[config.mk]
export PLATFORM = sky130hd
export DESIGN_NAME = mem_port_arbiter
export DESIGN_NICKNAME = d
export VERILOG_FILES = /design/src/rtl/cpu_pkg.sv /design/src/rtl/mem_port_arbiter_lat_counter.sv /design/src/rtl/mem_port_arbiter.sv
export SDC_FILE = /design/constraint.sdc
export NUM_CORES = 1
export LEC_CHECK = 0
export ABC_AREA = 1
export CORE_MARGIN = 2
export CORE_UTILIZATION = 30
export CTS_BUF_LIST = sky130_fd_sc_hd__clkbuf_16
export CTS_CLUSTER_DIAMETER = 30
export DETAILED_ROUTE_END_ITERATION = 8
export PLACE_DENSITY = 0.71
export SYNTH_ARGS = -nofsm -noshare
export SYNTH_HDL_FRONTEND = slang
export SYNTH_SLANG_ARGS = --single-unit
[constraint.sdc]
create_clock -name clk -period 2.4 [get_ports clk]
set_clock_uncertainty 0.05 [all_clocks]
set_input_delay 0.48 -clock clk [delete_from_list [all_inputs] [get_ports clk]]
set_output_delay 0.48 -clock clk [all_outputs]
set_load 0.05 [all_outputs]
[src/rtl/cpu_pkg.sv]
// Shared types and constants for the pipeline memory-port arbiter.
package cpu_pkg;

  typedef enum logic [1:0] {
    IDLE   = 2'd0,
    BUSY_I = 2'd1,
    BUSY_D = 2'd2
  } arb_state_t;

  localparam logic GNT_IF = 1'b0;
  localparam logic GNT_DM = 1'b1;

  localparam int DEFAULT_MEM_LAT = 2;

endpackage

[src/rtl/mem_port_arbiter_lat_counter.sv]
// Access latency counter: load on issue, count down to zero, flag zero.
module mem_lat_counter #(
  parameter int LAT_W = 4
) (
  input  logic             clk,
  input  logic             rst,
  input  logic             load,
  input  logic             dec,
  input  logic [LAT_W-1:0] load_val,
  output logic             zero
);

  logic [LAT_W-1:0] cnt_q, cnt_d;

  always_comb begin
    cnt_d = cnt_q;
    if (load) begin
      cnt_d = load_val;
    end else if (dec && (cnt_q != '0)) begin
      cnt_d = cnt_q - 1'b1;
    end
  end

  always_ff @(posedge clk or negedge rst) begin
    if (!rst) begin
      cnt_q <= '0;
    end else begin
      cnt_q <= cnt_d;
    end
  end

  assign zero = (cnt_q == '0);

endmodule

[src/rtl/mem_port_arbiter.sv]
// Round-robin arbiter sharing one fixed-latency memory port between IF and MEM stages.
// Handshake: a requester holds its request until its 1-cycle ack; ack and rdata are valid together.
module mem_port_arbiter
  import cpu_pkg::*;
#(
  parameter int ADDR_W  = 32,
  parameter int DATA_W  = 32,
  parameter int MEM_LAT = DEFAULT_MEM_LAT,
  parameter int LAT_W   = 4
) (
  input  logic              clk,
  input  logic              rst,
  input  logic              if_req,
  input  logic [ADDR_W-1:0] if_addr,
  output logic              if_ack,
  output logic [DATA_W-1:0] if_rdata,
  input  logic              dm_rd,
  input  logic              dm_wr,
  input  logic [ADDR_W-1:0] dm_addr,
  input  logic [DATA_W-1:0] dm_wdata,
  output logic              dm_ack,
  output logic [DATA_W-1:0] dm_rdata,
  output logic              mem_en,
  output logic              mem_we,
  output logic [ADDR_W-1:0] mem_addr,
  output logic [DATA_W-1:0] mem_wdata,
  input  logic [DATA_W-1:0] mem_rdata,
  output logic              stall_if,
  output logic              stall_mem,
  output logic [1:0]        dbg_state
);

  localparam logic [LAT_W-1:0] LAT_LOAD = LAT_W'(MEM_LAT);

  arb_state_t        state_q, state_d;
  logic              last_grant_q, last_grant_d;
  logic              mem_en_q, mem_en_d;
  logic              mem_we_q, mem_we_d;
  logic [ADDR_W-1:0] mem_addr_q, mem_addr_d;
  logic [DATA_W-1:0] mem_wdata_q, mem_wdata_d;

  logic dm_pend;
  logic grant_dm;
  logic cnt_load;
  logic cnt_dec;
  logic cnt_zero;

  assign dm_pend = dm_rd | dm_wr;

  mem_lat_counter #(
    .LAT_W (LAT_W)
  ) u_lat_counter (
    .clk      (clk),
    .rst      (rst),
    .load     (cnt_load),
    .dec      (cnt_dec),
    .load_val (LAT_LOAD),
    .zero     (cnt_zero)
  );

  always_comb begin
    state_d      = state_q;
    last_grant_d = last_grant_q;
    mem_en_d     = 1'b0;
    mem_we_d     = mem_we_q;
    mem_addr_d   = mem_addr_q;
    mem_wdata_d  = mem_wdata_q;
    grant_dm     = 1'b0;
    cnt_load     = 1'b0;
    cnt_dec      = 1'b0;

    case (state_q)
      IDLE: begin
        if (dm_pend || if_req) begin
          // On a tie the side that did not win last time goes first.
          if (dm_pend && if_req) begin
            grant_dm = (last_grant_q == GNT_IF);
          end else begin
            grant_dm = dm_pend;
          end
          mem_en_d = 1'b1;
          cnt_load = 1'b1;
          if (grant_dm) begin
            state_d      = BUSY_D;
            last_grant_d = GNT_DM;
            mem_we_d     = dm_wr;
            mem_addr_d   = dm_addr;
            mem_wdata_d  = dm_wdata;
          end else begin
            state_d      = BUSY_I;
            last_grant_d = GNT_IF;
            mem_we_d     = 1'b0;
            mem_addr_d   = if_addr;
          end
        end
      end
      BUSY_I, BUSY_D: begin
        // Return to IDLE after the ack cycle; the held request is re-arbitrated there.
        if (cnt_zero) begin
          state_d = IDLE;
        end else begin
          cnt_dec = 1'b1;
        end
      end
      default: state_d = IDLE;
    endcase
  end

  always_ff @(posedge clk or negedge rst) begin
    if (!rst) begin
      state_q      <= IDLE;
      last_grant_q <= GNT_IF;
      mem_en_q     <= 1'b0;
      mem_we_q     <= 1'b0;
      mem_addr_q   <= '0;
      mem_wdata_q  <= '0;
    end else begin
      state_q      <= state_d;
      last_grant_q <= last_grant_d;
      mem_en_q     <= mem_en_d;
      mem_we_q     <= mem_we_d;
      mem_addr_q   <= mem_addr_d;
      mem_wdata_q  <= mem_wdata_d;
    end
  end

  assign if_ack    = (state_q == BUSY_I) && cnt_zero;
  assign dm_ack    = (state_q == BUSY_D) && cnt_zero;
  assign if_rdata  = if_ack ? mem_rdata : '0;
  assign dm_rdata  = (dm_ack && !mem_we_q) ? mem_rdata : '0;

  assign mem_en    = mem_en_q;
  assign mem_we    = mem_we_q;
  assign mem_addr  = mem_addr_q;
  assign mem_wdata = mem_wdata_q;

  // Stalls track the live request so a flushed requester un-stalls at once.
  assign stall_if  = rst & if_req & ~if_ack;
  assign stall_mem = rst & dm_pend & ~dm_ack;

  assign dbg_state = state_q;

endmodule

# ---- After elaboration in Yosys (flattened, before gate mapping)
# Cells that the tools add are included.
dict set report op_classes {
  add_sub_neg 1
  eq_ne 4
  n_mux 18
  bitwise_logic 8
  reduce_logical 15
}
# op n
set ops {}
lappend ops {{$mux 32} 3}
lappend ops {{$mux 1} 9}
lappend ops {{$mux 4} 2}
lappend ops {{$mux 2} 3}
lappend ops {{$logic_and 1x1->1} 5}
lappend ops {{$and 1x1->1} 4}
lappend ops {{$logic_not 4->1} 1}
lappend ops {{$ne 2x2->1 const B} 2}
lappend ops {{$pmux 2 s2} 1}
lappend ops {{$reduce_and 2->1} 2}
lappend ops {{$reduce_bool 4->1} 1}
lappend ops {{$sub 4x1->4 const B} 1}
lappend ops {{$not 1->1} 3}
lappend ops {{$reduce_and 3->1} 1}
lappend ops {{$eq 2x1->1 const B} 1}
lappend ops {{$eq 2x2->1 const B} 1}
lappend ops {{$logic_not 2->1} 1}
lappend ops {{$reduce_bool 2->1} 1}
lappend ops {{$reduce_or 2->1} 1}
lappend ops {{$logic_not 1->1} 1}
lappend ops {{$logic_or 1x1->1} 1}
lappend ops {{$or 1x1->1} 1}
dict set report word_totals {
  reg_bits 73
  input_bits 133
  elab_cells 53
}

# ---- Longest topological paths before layout
dict set report depth {
  ltp_word 8
  ltp_mapped 8
  depth_no_buf 7
}

# ---- Modules after synthesis
# Synthesis repeated with hierarchy kept, for this count alone.
dict set report hier_totals {
  hier_cells 602
  hier_area_um2 4021.4
}
# mod instances cells_each area_per_inst_um2 seq_area_each_um2
set modules_own_cells {}
lappend modules_own_cells {mem_port_arbiter 1 556 3726.1 1726.7}
lappend modules_own_cells {mem_lat_counter 1 46 295.3 100.1}

# ---- Worst setup path after synthesis
# OpenSTA, ideal clock, no wires.
dict set report synth_path {
  path_type {register to output}
  start {register state_q[1], in the netlist dbg_state[1]}
  end {output port dm_rdata[10]}
  arrival_time_ps 2409
  t_required_ps 1870
  path_slack_ps -539
  path_stages_with_launch 7
  n_path_buf 1
  cell_sequence {dfrtp_1 > ha_1 > inv_1 > nor2_2 > nand2_2 > buf_6 > nor2_1}
}
dict set report synth_between {
  elab_chain_len 4
}
# item line_no
set synth_rtl {}
lappend synth_rtl {{start: declaration} mem_port_arbiter.sv:35} ;# arb_state_t state_q, state_d;
lappend synth_rtl {{start signal: assignment} mem_port_arbiter.sv:118} ;# state_q <= state_d;
lappend synth_rtl {{$eq 2x2->1} mem_port_arbiter.sv:128} ;# assign dm_ack = (state_q == BUSY_D) && cnt_zero;
lappend synth_rtl {{$logic_and 1x1->1} mem_port_arbiter.sv:128}
lappend synth_rtl {{via dm_ack} mem_port_arbiter.sv:21} ;# output logic dm_ack,
lappend synth_rtl {{$logic_and 1x1->1} mem_port_arbiter.sv:130} ;# assign dm_rdata = (dm_ack && !mem_we_q) ? mem_rdata : '0;
lappend synth_rtl {{$mux 32} mem_port_arbiter.sv:130}
lappend synth_rtl {{end: declaration} mem_port_arbiter.sv:22} ;# output logic [DATA_W-1:0] dm_rdata,
# The timed path passes the listed nets, and every way through them passes these cells.

# ---- Worst setup path after layout
dict set report layout_path {
  start {register u_lat_counter.cnt_q[1]}
  end {output port dm_rdata[11]}
}
dict set report layout_between {
  elab_chain_len 4
}
# item line_no
set layout_rtl {}
lappend layout_rtl {{start: declaration} mem_port_arbiter_lat_counter.sv:13} ;# logic [LAT_W-1:0] cnt_q, cnt_d;
lappend layout_rtl {{start signal: assignment} mem_port_arbiter_lat_counter.sv:28} ;# cnt_q <= cnt_d;
lappend layout_rtl {{$logic_not 4->1} mem_port_arbiter_lat_counter.sv:32} ;# assign zero = (cnt_q == '0);
lappend layout_rtl {{$logic_and 1x1->1} mem_port_arbiter.sv:128}
lappend layout_rtl {{$logic_and 1x1->1} mem_port_arbiter.sv:130}
lappend layout_rtl {{$mux 32} mem_port_arbiter.sv:130}
# No other way between the ends.

==> impl_metrics.py <==
metrics = {
    "cts": {
        "cts-root-buf": "clkbuf_16",
        "clk_pin_slew_ns": 0.05,
        "insertion_delay_ns": 0.32,
        "cts_buffer_depth": 2,
        "clkSinkCount": 73,
        "cts_tree": "built",
        "htreeDepth": 3,
        "cts_made_buffers": 9,
    },
    "detailed_routing": {
        "wl_per_cell_um": 14.4,
        "drc_errors": 0,
        "first_iter_violations": 210,
        "viasPerCell": 4.42,
        "dr_total_vias": 4287,
        "first_pass_iters": 4,
        "wl_um": 14000,
        "ant_nets": 0,
    },
    "synth": {
        "yosys.area.top_type": "dfrtp_1",
        "synth_top_area_frac": 0.481,
        "ys.flop_type": "dfrtp_1",
        "synth-edff-count": 0,
        "ys_top_cells_by_area": "dfrtp_1 (48%), nand2_1 (20%), nor2_1 (8.8%)",
        "synth-seq-cells": 73,
        "ys_warn_count": 0,
        "ys_types": 21,
        "synthCells": 522,
        "synth_area_mm2": 0.00380,
        "yosysSeqAreaShare": 0.481,
        "synth_nets": 659,
        "synth_area_per_cell_um2": 7.28,
        "async_flop_share": 1.00,
    },
    "placement": {
        "dp_hpwl_um": 10500,
        "place_inst": 945,
        "place_area_mm2": 0.00730,
        "place_congestion": 0.781,
        "port-buffer-count": 268,
    },
    "power_and_ir_drop": {
        "power_w": 0.00951,
        "max-vdd-ir-drop_mv": 0.774,
        "power_density_mw_per_mm2": 1200,
        "cellLeakagePower_nw": 3.73,
    },
    "die": {
        "initial_core_util": 0.304,
        "core_mm2": 0.0125,
        "die_y_um": 117,
        "die_w_um": 117,
        "die_area_mm2": 0.0136,
        "pin_count": 269,
        "rows": 41,
    },
    "worst_setup_path": {
        "cp_data_required_time_ns": 1.87,
        "path_class": "register to output pin",
        "arrival_ns": 1.81,
        "end_kind": "output pin",
        "cp-start-kind": "register",
        "worstPathMaxFanout": 16,
    },
    "sta": {
        "hold_slack_ns": 0.418,
        "max_freq_ghz": 0.427,
        "rsz0062_at_grt": "true",
        "min_period_ns": 2.34,
        "finalSetupTns_ns": 0,
        "worstMarginPinSlew_ns": 0.911,
        "finalCritPeriodShare": 0.976,
        "slew_headroom": 0.393,
        "hold_violations": 0,
        "maxSlewViolCount": 0,
        "setup_viol": 0,
    },
    "global_routing": {
        "antenna_found_initial": 0,
        "grt_pass1_vias": 4129,
        "grt_usage": 0.190,
        "gr-total-overflow": 0,
        "grt_pass1_wl_um": 20200,
        "grt_start_max_net_pins": 72,
    },
    "final_layout": {
        "area_growth_pct": 108,
        "final_area_mm2": 0.00791,
        "final-seq-area_mm2": 0.00183,
        "nNetsFinal": 929,
        "drive_gt1_frac": 0.226,
        "finalNonFillerCells": 969,
        "multi_input_comb_area_mm2": 0.00172,
        "n_antenna_cell": 0,
        "nFillCells": 1051,
    },
    "min_path": {
        "hold_path.class": "register to register",
    },
    "flow_run": {
        "max_cap_viol_count": 0,
    },
    "outcome": {
        "outcome": "finished clean",
    },
}
## synth_stat cells, types with 2 or more instances
cell	n
o21ai_2	2
buf_2	5
inv_2	3
nand2_1	207
inv_1	67
nand2_4	2
buf_6	13
o21ai_0	5
o21ai_1	15
dfrtp_1	73
nor2_4	2
nor2_1	89
buf_4	6
nand2_2	5
nand3_1	18
o211ai_1	2
ha_1	4
## cell families (layout without fill, tap and decap cells)
family                   count (synthesis)  count (layout)  synth area share
AND/OR/NAND/NOR                        325             325             0.339
adder cells (fa/ha/maj)                  4               4            0.0132
flip-flops                              73              73             0.481
buffers and inverters                   95             370             0.130
AO/OA/AOI/OAI                           25              25            0.0365
## flip-flops by register name, summed over array words and instances (netlist names)
signal	count
last_grant_q	1
dbg_state	2
mem_we	1
mem_wdata	32
mem_addr	32
mem_en	1
u_lat_counter.cnt_q	4
## through the flow
stage	setup WS [ns]	util
global route	-0.0354	0.632
global placement	0.335	0.583
floorplan	-0.146	-
CTS	-0.00701	0.610
detailed placement	0.267	0.583
finish	0.0574	0.632
## final timing paths
kind,from,to,slack [ns],cells past startpoint
max in group asynchronous,rst,mem_wdata[17]$_DFFE_PN0P_,0.76,3
hold / removal,mem_wdata[28]$_DFFE_PN0P_,mem_wdata[28]$_DFFE_PN0P_,0.42,2
hold reg to reg,mem_wdata[28]$_DFFE_PN0P_,mem_wdata[28]$_DFFE_PN0P_,0.42,2
setup / recovery,u_lat_counter.cnt_q[1]$_DFFE_PN0P_,dm_rdata[11],0.06,8
setup reg to reg,dbg_state[0]$_DFFE_PN0P_,mem_addr[20]$_DFFE_PN0P_,0.72,7
min in group asynchronous,rst,mem_we$_DFFE_PN0P_,0.47,2
## cells in the final DEF (no fill, tap or decap), types with 2 or more instances in the layout
master	netlist	layout
buf_12	0	69
buf_4	6	10
bufinv_16	0	2
clkbuf_16	0	13
clkdlybuf4s50_1	0	199
clkinv_1	0	2
clkinvlp_4	0	2
dfrtp_1	73	73
ha_1	4	3
inv_1	67	67
inv_2	3	4
nand2_1	207	205
nand2_2	5	5
nand2_4	2	4
nand3_1	18	18
nor2_1	89	25
nor2_2	1	54
nor2_4	2	13
o211ai_1	2	2
o21ai_0	5	5
o21ai_1	15	15
o21ai_2	2	2
## area by class of cell
class | count | area share
Tap cell | 172 | 0.0272
Clock buffer | 9 | 0.0285
Clock inverter | 7 | 0.0109
Multi-Input combinational cell | 354 | 0.218
Inverter | 70 | 0.0332
Timing Repair Buffer | 284 | 0.451
Sequential cell | 73 | 0.231
## where the power goes
part | internal [W] | leakage [nW] | switching [W]
Combinational | 0.00201 | 2.69 | 0.00393
Sequential | 0.00184 | 0.892 | 0.000346
Clock | 0.000898 | 0.148 | 0.000492
## metal layers
layer / vias up / GRT usage / wire (µm)
met5: - / 0 / 0
met4: 0 / 0.0573 / 261
met3: 21 / 0.0467 / 1080
met2: 186 / 0.362 / 7530
met1: 2007 / 0.207 / 5100
li1: 2073 / - / -
## critical path: stages, from the launching register on
cell,delay (ns)
dfrtp_1,0.40
inv_1,0.10
ha_4,0.15
nand2_2,0.09
nor2_4,0.16
nand2_4,0.10
clkbuf_16,0.20
nor2_2,0.14
buf_12,0.15
## what timing repair did
| item | CTS | global route |
|---|---|---|
| setup buffers | 0 | 2 |
| gates resized for setup | 4 | 45 |
| pin swaps | 0 | 2 |
| gates cloned | 0 | 5 |
| hold buffers | 1 | 0 |
| hold endpoints to repair | 2 | 0 |
| setup endpoints to repair | 64 | 65 |
Note: power is estimated with default switching activity, not from simulation.
